--- src/rtl/conf_pkg.sv ---
`default_nettype none
// +--------------------------------------------------------------------+
// | Module   : conf_pkg                                                |
// | Purpose  : Shared types and constants for the configuration        |
// |            scheduler: FSM states, register addresses, reset values.|
// | Revision : 1.0 - initial release                                   |
// +--------------------------------------------------------------------+
package conf_pkg;

    // Scheduler states
    typedef enum logic [1:0] {
        ST_IDLE   = 2'd0,
        ST_ARMED  = 2'd1,
        ST_COMMIT = 2'd2
    } state_t;

    // Shadow register addresses on wr_addr
    localparam logic [1:0] c_ADDR_GEN_INP    = 2'd0;
    localparam logic [1:0] c_ADDR_PRED_SHIFT = 2'd1;
    localparam logic [1:0] c_ADDR_OCD_PW     = 2'd2;
    localparam logic [1:0] c_ADDR_INT_DUTY   = 2'd3;

    // Power-on values for both shadow and active copies
    localparam logic [7:0] c_RST_GEN_INP    = 8'd0;
    localparam logic [7:0] c_RST_PRED_SHIFT = 8'd30;
    localparam logic [6:0] c_RST_OCD_PW     = 7'd87;
    localparam logic [7:0] c_RST_INT_DUTY   = 8'd0;

    // One full parameter set, used for both the shadow and active banks
    typedef struct packed {
        logic [7:0] gen_inp;
        logic [7:0] pred_shift;
        logic [6:0] ocd_pw;
        logic [7:0] int_duty;
    } conf_regs_t;

    localparam conf_regs_t c_REGS_RST = '{
        gen_inp:    c_RST_GEN_INP,
        pred_shift: c_RST_PRED_SHIFT,
        ocd_pw:     c_RST_OCD_PW,
        int_duty:   c_RST_INT_DUTY
    };

endpackage
`default_nettype wire

--- src/rtl/gap_cnt.sv ---
`default_nettype none
// +--------------------------------------------------------------------+
// | Module   : gap_cnt                                                 |
// | Purpose  : Counts consecutive burst-free cycles, saturating at     |
// |            GAP_MIN; gap_ok flags a safe window for a commit.       |
// | Revision : 1.0 - initial release                                   |
// +--------------------------------------------------------------------+
module gap_cnt #(
    parameter int GAP_MIN = 64
) (
    input  logic clk,
    input  logic rst,
    input  logic burst_act,
    output logic gap_ok
);

    localparam int             c_GW      = $clog2(GAP_MIN + 1);
    localparam logic [c_GW-1:0] c_GAP_MAX = c_GW'(GAP_MIN);

    logic [c_GW-1:0] cnt_q;
    logic [c_GW-1:0] cnt_d;

    // Next count: any burst restarts the gap, otherwise count up to the cap
    always_comb begin
        cnt_d = cnt_q;
        if (burst_act) begin
            cnt_d = '0;
        end else if (cnt_q != c_GAP_MAX) begin
            cnt_d = cnt_q + 1'b1;
        end
    end

    // Gap counter register
    always_ff @(posedge clk) begin
        if (rst) begin
            cnt_q <= '0;
        end else begin
            cnt_q <= cnt_d;
        end
    end

    // Safe only if the gap is long enough and no burst starts this cycle
    assign gap_ok = (cnt_q == c_GAP_MAX) && !burst_act;

endmodule
`default_nettype wire

--- src/rtl/conf_sched.sv ---
`default_nettype none
// +--------------------------------------------------------------------+
// | Module   : conf_sched                                              |
// | Purpose  : Double-buffered datapath parameters. Writes land in a   |
// |            shadow bank; a commit request copies the shadow into    |
// |            the active bank only inside a long enough burst gap.    |
// |            Optional ARMED timeout: define CONF_SCHED_TMO_EN.       |
// | Revision : 1.0 - initial release                                   |
// +--------------------------------------------------------------------+
module conf_sched
    import conf_pkg::*;
#(
    parameter int GAP_MIN   = 64,
    parameter int TMO_CYC   = 65535,
    parameter int SHIFT_MAX = 200
) (
    input  logic       clk,
    input  logic       rst,
    input  logic       wr_valid,
    input  logic [1:0] wr_addr,
    input  logic [7:0] wr_data,
    input  logic       commit_req,
    input  logic       burst_act,
    output logic [7:0] gen_inp,
    output logic [7:0] pred_shift,
    output logic [6:0] ocd_pw,
    output logic [7:0] int_duty,
    output logic       busy,
    output logic       commit_done,
    output logic       tmo_err
);

    localparam logic [7:0] c_SHIFT_MAX = 8'(SHIFT_MAX);

    state_t     state_q, state_d;
    conf_regs_t shadow_q, shadow_d;
    conf_regs_t active_q, active_d;
    logic       done_q;
    logic       gap_ok;
    logic       load;

    gap_cnt #(
        .GAP_MIN (GAP_MIN)
    ) u_gap_cnt (
        .clk       (clk),
        .rst       (rst),
        .burst_act (burst_act),
        .gap_ok    (gap_ok)
    );

`ifdef CONF_SCHED_TMO_EN
    localparam int             c_TW       = $clog2(TMO_CYC + 1);
    localparam logic [c_TW-1:0] c_TMO_LAST = c_TW'(TMO_CYC - 1);

    logic [c_TW-1:0] tmo_cnt_q;
    logic            tmo_err_q;
    logic            tmo_hit;

    // Cycles spent in ARMED; restarts from zero on every entry
    always_ff @(posedge clk) begin
        if (rst) begin
            tmo_cnt_q <= '0;
            tmo_err_q <= 1'b0;
        end else begin
            tmo_cnt_q <= (state_q == ST_ARMED) ? tmo_cnt_q + 1'b1 : '0;
            if (tmo_hit) begin
                tmo_err_q <= 1'b1;
            end
        end
    end

    assign tmo_hit = (state_q == ST_ARMED) && !gap_ok && (tmo_cnt_q == c_TMO_LAST);
    assign tmo_err = tmo_err_q;
`else
    assign tmo_err = 1'b0;
`endif

    // Next-state logic; a commit window wins over a same-cycle timeout
    always_comb begin
        state_d = state_q;
        load    = 1'b0;
        case (state_q)
            ST_IDLE: begin
                if (commit_req) begin
                    state_d = ST_ARMED;
                end
            end
            ST_ARMED: begin
                if (gap_ok) begin
                    state_d = ST_COMMIT;
                end
`ifdef CONF_SCHED_TMO_EN
                else if (tmo_hit) begin
                    state_d = ST_IDLE;
                end
`endif
            end
            ST_COMMIT: begin
                state_d = ST_IDLE;
                load    = 1'b1;
            end
            default: state_d = ST_IDLE;
        endcase
    end

    // Shadow update; pred_shift is clamped, ocd_pw keeps the low seven bits
    always_comb begin
        shadow_d = shadow_q;
        if (wr_valid) begin
            case (wr_addr)
                c_ADDR_GEN_INP:    shadow_d.gen_inp    = wr_data;
                c_ADDR_PRED_SHIFT: shadow_d.pred_shift = (wr_data > c_SHIFT_MAX) ? c_SHIFT_MAX : wr_data;
                c_ADDR_OCD_PW:     shadow_d.ocd_pw     = wr_data[6:0];
                c_ADDR_INT_DUTY:   shadow_d.int_duty   = wr_data;
                default:           shadow_d            = shadow_q;
            endcase
        end
    end

    // Active bank takes the post-write shadow so a COMMIT-cycle write is included
    always_comb begin
        active_d = active_q;
        if (load) begin
            active_d = shadow_d;
        end
    end

    // State, banks and the commit_done pulse
    always_ff @(posedge clk) begin
        if (rst) begin
            state_q  <= ST_IDLE;
            shadow_q <= c_REGS_RST;
            active_q <= c_REGS_RST;
            done_q   <= 1'b0;
        end else begin
            state_q  <= state_d;
            shadow_q <= shadow_d;
            active_q <= active_d;
            done_q   <= load;
        end
    end

    assign gen_inp     = active_q.gen_inp;
    assign pred_shift  = active_q.pred_shift;
    assign ocd_pw      = active_q.ocd_pw;
    assign int_duty    = active_q.int_duty;
    assign busy        = (state_q != ST_IDLE);
    assign commit_done = done_q;

endmodule
`default_nettype wire

--- config.mk ---
export PLATFORM = sky130hd
export DESIGN_NAME = conf_sched
export DESIGN_NICKNAME = d
export VERILOG_FILES = /design/src/rtl/conf_pkg.sv /design/src/rtl/gap_cnt.sv /design/src/rtl/conf_sched.sv
export SDC_FILE = /design/constraint.sdc
export NUM_CORES = 1
export LEC_CHECK = 0
export CAP_MARGIN = 20
export CELL_PAD_IN_SITES_DETAIL_PLACEMENT = 0
export CELL_PAD_IN_SITES_GLOBAL_PLACEMENT = 1
export CORE_ASPECT_RATIO = 1.4
export CORE_MARGIN = 10
export CORE_UTILIZATION = 39
export DETAILED_ROUTE_END_ITERATION = 8
export GPL_ROUTABILITY_DRIVEN = 0
export PLACE_DENSITY_LB_ADDON = 0.1
export SYNTH_ARGS = -nofsm -noshare
export SYNTH_HDL_FRONTEND = slang
export SYNTH_HIERARCHICAL = 1
export SYNTH_SLANG_ARGS = --single-unit
--- constraint.sdc ---
create_clock -name clk -period 1.8 [get_ports clk]
set_clock_uncertainty 0.2 [all_clocks]
set_input_delay 0.18 -clock clk [delete_from_list [all_inputs] [get_ports clk]]
set_output_delay 0.18 -clock clk [all_outputs]
set_load 0.005 [all_outputs]
# Word level (Yosys, flattened, before mapping)
# Cells that the tools add are included.
[op_classes]
order_cmp = 1
eq_ne = 9
reduce_logical = 7
mux = 10
add_sub_neg = 1
[ops]
columns = ["operator", "count"]
rows = [
  ["2-to-1 mux 8 bit", 4],
  ["2-to-1 mux 31 bit", 1],
  ["greater-than comparator 8 bit (second input constant)", 1],
  ["adder 7 x 1 -> 7 bit (second input constant)", 1],
  ["equality test 7 bit (second input constant)", 1],
  ["2-to-1 mux 7 bit", 1],
  ["!= test 7 bit (second input constant)", 1],
  ["equality test 2 bit (second input constant)", 3],
  ["equality test 2 x 1 -> 1 bit (second input constant)", 2],
  ["zero test 2 bit", 2],
  ["2-to-1 mux 2 bit", 2],
  ["!= test 2 bit (second input constant)", 2],
  ["case mux 2 bit (2 select lines)", 1],
  ["AND reduction 2 bit", 1],
  ["nonzero test 2 bit", 1],
  ["OR reduction 2 bit", 1],
  ["logical AND 1 bit", 1],
  ["zero test 1 bit", 1],
  ["2-to-1 mux 1 bit", 1],
]
[word_totals]
ff_bits = 72

# Depth between registers and ports, before layout
# Gate-level depths: netlist (run 1).
[depth]
word_depth = 4
mapped_depth = 8
ltp_nobuf = 8

# Cells and area by module
# Netlist (run 1), hierarchy kept.
[by_module_without_submodules]
columns = ["module", "instances", "cells_each", "seq_area_each_um2", "area_each_um2"]
rows = [
  ["conf_sched", 1, 241, 1301.2, 2324.7],
  ["gap_cnt", 1, 40, 140.1, 352.8],
]

# Worst setup path before layout (run 1)
# OpenSTA, ideal clock, no wires.
[synth_timing]
kind = "reg2reg"
startpoint = "register u_gap_cnt.cnt_q[0]"
endpoint = "register state_q[0]"
path_stages_with_launch = 9
path_buffers = 0
period_less_slack_ps = 1555
setup_ps = 119
setup_slack_ps = 245
t_arrival_ps = 1236
required_ps = 1481
cell_sequence = "dfxtp_1 > inv_1 > ha_1 > nor2b_1 > and2_4 > and2b_1 > inv_1 > mux2i_1 > nor3_1"
[synth_via]
elab_chain_cells = 4
[synth_lines]
columns = ["item", "line", "source"]
rows = [
  ["from (decl)", "gap_cnt.sv:20", "logic [c_GW-1:0] cnt_q;"],
  ["from (signal assigned)", "gap_cnt.sv:38", "cnt_q <= cnt_d;"],
  ["equality test 7 bit", "gap_cnt.sv:43", "assign gap_ok = (cnt_q == c_GAP_MAX) && !burst_act;"],
  ["logical AND 1 bit", "gap_cnt.sv:43", ""],
  ["named net gap_ok", "conf_sched.sv:39", "logic gap_ok;"],
  ["!= test 2 bit (no source line)", "n/a", ""],
  ["AND reduction 2 bit (no source line)", "n/a", ""],
  ["to (signal assigned)", "conf_sched.sv:136", "state_q <= state_d;"],
  ["to (decl)", "conf_sched.sv:35", "state_t state_q, state_d;"],
]
# The timed path passes the listed nets, and every way through them passes these cells.
# A chain may end at the register's enable or synchronous reset.

# Worst setup path in the final report (run 1)
# Ends and elaborated chain as after synthesis.

==> run summary, run 1 <==
Run status: completed
Drt via density: 4.88
Crit start category: register
Final Util: 54.1%
HP Class: in -> reg
Syn nets: 298
Cells after Synth: 281
Hold slack: 0.0331 ns
Chip height: 118 um
Vias in the first global route: 2217
Largest net degree at the start of global routing: 53
Crit share post-route: 90.2%
Initial antenna violation count: 0
Most frequent cells after synthesis: dfxtp_1 (72), nor2_1 (35), mux2i_1 (22), nand2_1 (21)
Critical path endpoint category: register
Max-Cap Viols: 0
Worst EP required: 1.82 ns
Most used cell, CP: inv_1
Fin. Hold Viols: 0
Clock root cell: clkbuf_8
CP top delay family: simple AND/OR/NAND/NOR gates
Critical Path AT: 1.64 ns
Final Setup Violations: 0
Layout area overhead: 33.5%
Peak VDD IR: 0.000409 V
Reg clk slew, reported paths: 0.07 ns
Register area: 1440 um^2
FMAX: 616 MHz
# rows: 35
Bufs and invs on worst path: 2
Dominant synthesized flop cell: dfxtp_1
Cell Chain, Critical Path: inv_1 > ha_1 > nor2b_1 > and2_4 > and2b_1 > inv_1 > mux2i_1 > nor3_1
Chip Width: 90.0 um
Fin crit period: 1.62 ns
Max FO, Critical Path: 5
Count of state elements after synthesis: 72
RSZ-0062 raised after global routing: false
Filler Cell Count: 630
Pre-CTS setup slack: -0.0765 ns
Slowest CP cell: dfxtp_1
Synth unique cells: 41
TritonRoute pass-1 iters: 5
Layout cells sized above 1: 13.5%
Synth Warn #: 6
Slew Limit Fails: 0
DR iter-0 viols: 79
EDFF count, synth: 0
Antenna cell count: 0
Core area: 6610 um^2
CTS Buf Count: 9
Relative slew slack: 64.4%
Longest Clk Path Bufs: 2
H-tree depth: 3
Total GRT Usage: 12.9%
Nets: 360
Final HPWL DP: 4.75 mm
Slew of the pin with the lowest slew margin: 0.534 ns
Pwr Density: 908 nW/um^2
Mapped Avg Cell Area: 9.53 um^2
Top cell type by total area after synthesis: dfxtp_1
Sink Count: 72
Ports: 49
Ranking of synthesized cells by area: dfxtp_1 (54%), mux2i_1 (8.2%), nor2_1 (4.9%), a211oi_1 (3.4%), a21oi_1 (3.0%)
Asr flop ratio synth: 0%
Remaining DRCs: 0
Setup ws final: 0.177 ns
Critical path class: reg -> reg
Most common cell in the netlist: dfxtp_1
Total number of vias: 2149
Routed Antenna Nets: 0
Die ar.: 10600 um^2
Final wirelength: 6.54 mm
CTS tree: yes
Grt ovf: 0
First-pass GRT wire length: 11.2 mm
Initial core utilization: 40.5%
Area taken by multi-input logic gates: 1140 um^2
Leak Pwr: 0.00139 uW
IO Port Bufs: 47
Post-synth top area share: 53.8%
Drt wl/cell: 14.9 um
Synth Cell Area: 2680 um^2
Clock latency at the later pin of the worst-skew pair: 0.34 ns
Sequential fraction of the synthesis area: 53.8%
Slowest cell delay on critical path: 0.33 ns
-- final timing paths --
path                 startpoint           end  slack [ns]  cells past startpoint
max          u_gap_cnt/cnt_q[0]    state_q[0]        0.18                      8
min                         rst  shadow_q[29]        0.03                      2
max reg2reg  u_gap_cnt/cnt_q[0]    state_q[0]        0.18                      8
min reg2reg          state_q[1]    state_q[1]        0.25                      1
-- power by group --
group	internal, uW	leakage [uW]	switching [uW]
clock	816	0.000106	584
combinational	95.6	0.000701	115
sequential	1620	0.000585	11.7
-- state kept, by name, summed over array words and instances, names as in the netlist --
register         flops
u_gap_cnt/cnt_q      7
int_duty             8
shadow_q            31
pred_shift           8
commit_done          1
state_q              2
gen_inp              8
ocd_pw               7
-- worst reg2reg max path, stage by stage (launching register included) --
cell and delay, ns:
dfxtp_1 0.33, inv_1 0.09, ha_1 0.15, nor2b_1 0.17
and2_4 0.20, and2b_1 0.14, inv_1 0.04, mux2i_1 0.12
nor3_1 0.05
-- kinds of logic after synthesis --
group | after synthesis | synth area share [%]
AOI/OAI and AO/OA | 58 | 13.2
xor gates and xnor gates | 3 | 0.981
adders and majority gates | 2 | 0.934
buffers and inverters | 22 | 3.97
DFF | 72 | 53.8
muxes | 22 | 8.22
other | 1 | 0.140
and+or+nand+nor | 101 | 18.7
-- repair_timing --
item | in CTS | in global routing
setup buffers | 0 | 0
setup endpoints to repair | 1 | 0
resized for setup | 3 | 0
hold buffers | 0 | 0
-- placed cells by master, fill, tap and decap left out, types with 2 or more instances in the layout --
cell             netlist  final
or3_1                  2      2
clkdlybuf4s50_1        0     45
nand2_1               21     21
a211oi_1              12     12
and3b_1                2      2
dfxtp_1               72     70
xor2_1                 2      2
o211ai_1               2      2
clkbuf_8               0     10
clkinvlp_4             0      2
nor3b_2                2      2
o21ai_0               15     15
nand3b_1               2      2
nor3_1                16     16
mux2i_1               22     22
a31oi_1                6      6
buf_4                  2     21
inv_1                  4      4
dfxtp_2                0      2
ha_1                   2      2
bufinv_16              0      2
a21oi_1               16     16
nand3_1                9      9
a221oi_1               2      2
nor2_1                35     35
-- per-stage QoR --
step                total power [uW]  instance area (um^2)  std cells  setup TNS [ns]
floorplan                       1780                  2680        281               0
global placement                1880                  3350        424          -0.479
detailed placement              1890                  3350        424          -0.671
CTS                             3300                  3570        440               0
global route                    3380                  3570        440               0
finish                          3240                  3570        440               0
-- layer usage --
| layer | part of all wire [%] | GRT usage [%] |
|---|---|---|
| met2 | 48 | 21.3 |
| met5 | 0 | 0 |
| met3 | 4.5 | 3.89 |
| met1 | 44 | 14.3 |
| met4 | 3.0 | 7.58 |
-- final cells by class --
type | count | area share, %
Inverter | 4 | 0.420
Clock inverter | 5 | 2.24
Tap cell | 92 | 3.22
Multi-Input combinational cell | 187 | 31.8
Clock buffer | 11 | 3.96
Timing Repair Buffer | 69 | 18.0
Sequential cell | 72 | 40.4
Note: power is estimated with default switching activity, not from simulation.
==> inputs of run 2 (changes only) <==
- CORE_UTILIZATION: 39 -> 42
- REMOVE_ABC_BUFFERS: unset -> 1
- clock period: 1.8 -> 2 ns (I/O delays scaled with it)
==> run summary, run 2 (synthesis gave the netlist of run 1 again) <==
Run status: completed
Relative slew slack: 64.6% (+0.23 points)
Ports: 49 (unchanged)
# hold bufs at CTS: 0 (unchanged)
Layout area overhead: 30.8%
Layout cells sized above 1: 10.9% (-2.6 points)
Clock share of power: 45.4% (+2.3 points)
Initial antenna violation count: 0 (unchanged)
# Post-CTS Setup Buffers: 0 (unchanged)
Cell Count, Final, Fillers Out: 411 (-6.6%)
Reg clk slew, reported paths: 0.08 ns (about the same)
Filler Cell Count: 573 (-9.0%)
WHS Path Cells: 3 (+1)
HP Class: in -> reg
Int Pwr: 2370 uW (-6.6%)
Combinational share of power: 6.0% (-0.5 points)
Drt via density: 5.29 (+8.4%)
Die ar.: 10000 um^2 (-5.8%)
Commonest non-fill, non-tap cells in the layout: dfxtp_1 (72), clkdlybuf4s50_1 (46), nor2_1 (35)
Largest Register: shadow_q
Critical Path AT: 1.44 ns (-0.20 ns)
Met1 WL: 2.78 mm (-3.6%)
Sequential Power Share: 48.6% (-1.8 points)
RSZ-0062 raised after global routing: false
Hold_sp: rst
# rows: 34 (-2.9%)
Cell Chain, Critical Path: or2_2 > clkdlybuf4s50_1
Commonest non-fill, non-tap cell in the layout: dfxtp_1
Worst reg2reg path startpoint: u_gap_cnt/cnt_q[2]
Crit share post-route: 92.1%
Wire length on met2: 3.16 mm (+0.13%)
Slew of the pin with the lowest slew margin: 0.530 ns (-0.00343 ns)
Clock latency at the later pin of the worst-skew pair: 0.34 ns (about the same)
Leak Pwr: 0.00136 uW (-2.4%)
DP Area: 3260 um^2 (-2.8%)
Antenna cell count: 0 (unchanged)
Remaining DRCs: 0 (unchanged)
Sink Count: 72 (unchanged)
Post-route cell area: 3500 um^2 (-2.0%)
H-tree depth: 3 (unchanged)
FMAX: 543 MHz
Worst EP required: 1.60 ns (-0.22 ns)
Initial core utilization: 43.1% (+2.6 points)
Crit start category: register
Max-Cap Viols: 0 (unchanged)
Max FO, Critical Path: 5 (unchanged)
Peak VDD IR: 0.000540 V (+32%)
Clock root cell: clkbuf_8
R2R setup slack: 0.28 ns (+0.10 ns)
Largest net degree at the start of global routing: 44 (-17%)
Grt ovf: 0 (unchanged)
TritonRoute pass-1 iters: 4 (-1)
Top Metal Used: met4
Nets: 351 (-2.5%)
Critical path endpoint category: primary output
Final wirelength: 6.54 mm (about the same)
Chip height: 114 um (-3.0%)
Routed Antenna Nets: 0 (unchanged)
CTS tree: yes
Longest Clk Path Bufs: 2 (unchanged)
CP top delay family: buffers and inverters
Final Util: 56.4% (+2.3 points)
Vias in the first global route: 2116 (-4.6%)
Drt wl/cell: 15.9 um (+7.1%)
Max reg flops: 31 (unchanged)
Final HPWL DP: 4.80 mm (+1.1%)
Slew Limit Fails: 0 (unchanged)
CTS Buf Count: 9 (unchanged)
Chip Width: 87.5 um (-2.8%)
First-pass GRT wire length: 10.8 mm (-3.1%)
Hold path endpoint: shadow_q[17]
Bufs and invs on worst path: 1 (-1)
Fin crit period: 1.84 ns
Slowest CP cell: clkdlybuf4s50_1
Core area: 6210 um^2 (-6.1%)
Pwr Density: 864 nW/um^2 (-4.9%)
Switching share of power: 21.8% (-0.14 points)
IO Port Bufs: 47 (unchanged)
RR Endpoint: state_q[0]
Sw Pwr: 658 uW (-7.4%)
Met3 wire len: 415 um (+41%)
Slowest cell delay on critical path: 0.45 ns (+0.12 ns)
Fin. Hold Viols: 0 (unchanged)
Post_cts resized: 0 (-3)
Dpl cells: 395 (-6.8%)
Total number of vias: 2175 (+1.2%)
Worst r2r path cells: 6 (-2)
Total GRT Usage: 13.8% (+0.86 points)
DR iter-0 viols: 230 (+190%)
CP startpoint: state_q[0]
Final Setup Violations: 0 (unchanged)
Critical path class: reg -> out
run 2: cell types whose count changed in the layout (fill, tap and decap cells not counted), moves of 2 or more:
cell / previous run / this run
buf_4: 21 / 12
clkinv_4: 0 / 2
dfxtp_1: 70 / 72
dfxtp_2: 2 / 0
run 2: how the worst max path moves through the flow:
stage | end | slack (ns) | depth (start not counted)
after floorplan | pred_shift[0] | -0.65 | 3
after global placement | ocd_pw[3] | 0.12 | 4
after detailed placement | gen_inp[4] | 0.11 | 5
final | busy | 0.16 | 2
after global routing | busy | 0.09 | 2
after CTS | busy | 0.13 | 2
run 2: metal layers:
layer	up-vias	global-route usage (%)
li1	1099	-
met4	0	6.72
met1	1009	16.2
met5	-	0
met3	10	4.56
met2	57	21.8
run 2: power groups by stage:
stage | logic (uW) | clock network, uW | registers, uW
final | 181 | 1370 | 1470
after detailed placement | 181 | 0 | 1500
after global placement | 180 | 0 | 1500
after floorplan | 78.4 | 0 | 1500
after CTS | 183 | 1400 | 1470
after global routing | 199 | 1480 | 1470
run 2: layout make-up:
| class | count | area, um^2 | area share (%) |
|---|---|---|---|
| clock buffers | 9 | 124 | 3.54 |
| clock inverters | 7 | 120 | 3.43 |
| inverters | 4 | 15.0 | 0.429 |
| multi-input cells | 187 | 1140 | 32.5 |
| flip-flops and latches | 72 | 1440 | 41.1 |
| well taps | 72 | 90.1 | 2.57 |
| repair buffers | 60 | 576 | 16.4 |
run 2: per-stage QoR:
stage,setup TNS (ns),hold WS (ns),total power [uW],worst slack (ns)
3_3_place_gp,0,0.247,1680,0.118
6_report,0,0.122,3030,0.157
4_1_cts,0,0.110,3050,0.131
2_1_floorplan,-17.72,0.0691,1580,-0.647
3_5_place_dp,0,0.254,1690,0.108
5_1_grt,0,0.146,3150,0.0860
run 2: worst reg2reg max path, cell delays in order, from the launching register on:
cell and delay [ns]:
dfxtp_1 0.35, nor4b_2 0.45, and2_4 0.25, and2b_1 0.15, inv_1 0.04, mux2i_1 0.13
nor3_1 0.06
==> inputs of run 3 (changes only) <==
- PLACE_DENSITY: unset -> 0.93
- PLACE_DENSITY_LB_ADDON: 0.1 -> unset
- REMOVE_ABC_BUFFERS: 1 -> unset
==> run summary, run 3 (synthesis gave the netlist of run 1 again) <==
Run status: completed
Leak Pwr: 0.00136 uW (about the same)
Peak VDD IR: 0.000565 V (+4.7%)
Slew Limit Fails: 0 (unchanged)
Crit share post-route: 91.8% (-0.29 points)
# rows: 34 (unchanged)
CP top delay family: buffers and inverters
Cell Count, Final, Fillers Out: 410 (-0.24%)
Clock latency at the later pin of the worst-skew pair: 0.34 ns (about the same)
Layout area overhead: 30.7% (about the same)
RSZ-0062 raised after global routing: false
Crit start category: register
HP Class: in -> reg
Die ar.: 10000 um^2 (unchanged)
DR iter-0 viols: 127 (-45%)
Worst reg2reg path startpoint: u_gap_cnt/cnt_q[0]
Worst r2r path cells: 8 (+2)
Cell Chain, Critical Path: or2_2 > clkdlybuf4s50_1
Largest Register: shadow_q
WHS Path Cells: 2 (-1)
Total number of vias: 2158 (-0.78%)
# hold bufs at CTS: 0 (unchanged)
Pwr Density: 875 nW/um^2 (+1.3%)
Slowest CP cell: clkdlybuf4s50_1
Sink Count: 72 (unchanged)
Fin. Hold Viols: 0 (unchanged)
Reg clk slew, reported paths: 0.08 ns (about the same)
Hold_sp: rst
Initial core utilization: 43.1% (unchanged)
Bufs and invs on worst path: 1 (unchanged)
# Post-CTS Setup Buffers: 0 (unchanged)
CTS tree: yes
Post_cts resized: 0 (unchanged)
Critical path class: reg -> out
Top Usage Layer GRT: met2
Met2 Resource Use GR: 20.0% (-1.8 points)
FMAX: 544 MHz (+0.31%)
R2R setup slack: 0.28 ns (about the same)
Max FO, Critical Path: 5 (unchanged)
Area taken by multi-input logic gates: 1140 um^2 (unchanged)
Antenna cell count: 0 (unchanged)
Chip height: 114 um (unchanged)
Max reg flops: 31 (unchanged)
Pwr Total: 3060 uW (+1.3%)
Met3 Use GR: 4.84% (+0.28 points)
Dpl cells: 394 (-0.25%)
TritonRoute pass-1 iters: 4 (unchanged)
Hold slack: 0.135 ns (+0.0129 ns)
Grt ovf: 0 (unchanged)
Clock root cell: clkbuf_8
Nets: 350 (-0.28%)
Slowest cell delay on critical path: 0.45 ns (about the same)
RR Endpoint: state_q[0]
Final HPWL DP: 4.43 mm (-7.8%)
First-pass GRT wire length: 10.2 mm (-5.7%)
Fin crit period: 1.84 ns (-0.00570 ns)
CTS Buf Count: 9 (unchanged)
Vias in the first global route: 2133 (+0.80%)
Routed Antenna Nets: 0 (unchanged)
Core area: 6210 um^2 (unchanged)
Commonest non-fill, non-tap cell in the layout: dfxtp_1
Total GRT Usage: 12.7% (-1.1 points)
Register area: 1440 um^2 (unchanged)
Global-route track usage on met1: 15.1% (-1.1 points)
Max-Cap Viols: 0 (unchanged)
Critical Path AT: 1.44 ns (about the same)
Final wirelength: 6.28 mm (-3.9%)
Worst EP required: 1.60 ns (about the same)
IO Port Bufs: 47 (unchanged)
Ports: 49 (unchanged)
Largest net degree at the start of global routing: 53 (+20%)
Layout cells sized above 1: 10.7% (-0.26 points)
Drt via density: 5.26 (-0.54%)
Final Util: 56.4% (about the same)
Drt wl/cell: 15.3 um (-3.7%)
Final Setup Violations: 0 (unchanged)
Hold path endpoint: pred_shift[5]
Filler Cell Count: 548 (-4.4%)
Setup TNS Final: 0 ns (unchanged)
Critical path endpoint category: primary output
Longest Clk Path Bufs: 2 (unchanged)
Chip Width: 87.5 um (unchanged)
H-tree depth: 3 (unchanged)
Remaining DRCs: 0 (unchanged)
Initial antenna violation count: 0 (unchanged)
Commonest non-fill, non-tap cells in the layout: dfxtp_1 (72), clkdlybuf4s50_1 (46), nor2_1 (35)
-- run 3: changes by cell type in the layout (fill, tap and decap cells not counted), sizes merged --
cell,change
inv,+3
clkinv,-2
buf,-1
clkinvlp,-1
-- run 3: worst max-delay path by stage --
stage | cells after the start | slack (ns) | to | start
6_report | 2 | 0.16 | busy | state_q[0]
5_1_grt | 2 | 0.1 | busy | state_q[0]
4_1_cts | 2 | 0.13 | busy | state_q[0]
3_5_place_dp | 6 | 0.06 | gen_inp[2] | wr_addr[1]
3_3_place_gp | 6 | 0.1 | gen_inp[5] | wr_addr[1]
2_1_floorplan | 8 | 0.45 | state_q[0] | u_gap_cnt/cnt_q[0]
-- run 3: metal layers --
| layer | share of wire [%] | vias up | wire, um |
|---|---|---|---|
| met4 | 1.4 | 0 | 86 |
| met5 | 0 | - | 0 |
| li1 | - | 1088 | - |
| met3 | 6.1 | 7 | 385 |
| met1 | 44 | 1013 | 2780 |
| met2 | 48 | 50 | 3030 |
-- run 3: final cells by class --
cell class                      count  area share [%]
Multi-Input combinational cell    187            32.5
Clock inverter                      7            3.57
Tap cell                           72            2.57
Timing Repair Buffer               59            16.2
Inverter                            4           0.429
Clock buffer                        9            3.54
Sequential cell                    72            41.2
-- run 3: metrics by stage --
stage / setup WS (ns) / instance area [um^2]
4_1_cts: 0.135 / 3500
3_5_place_dp: 0.0647 / 3250
2_1_floorplan: 0.445 / 2680
6_report: 0.163 / 3500
5_1_grt: 0.0953 / 3500
3_3_place_gp: 0.0977 / 3250
-- run 3: power by group --
group / total (uW) / switching [uW] / internal [uW]
sequential: 1470 / 11.4 / 1460
clock: 1420 / 572 / 844
combinational: 177 / 100 / 77.2
total: 3060 / 683 / 2380
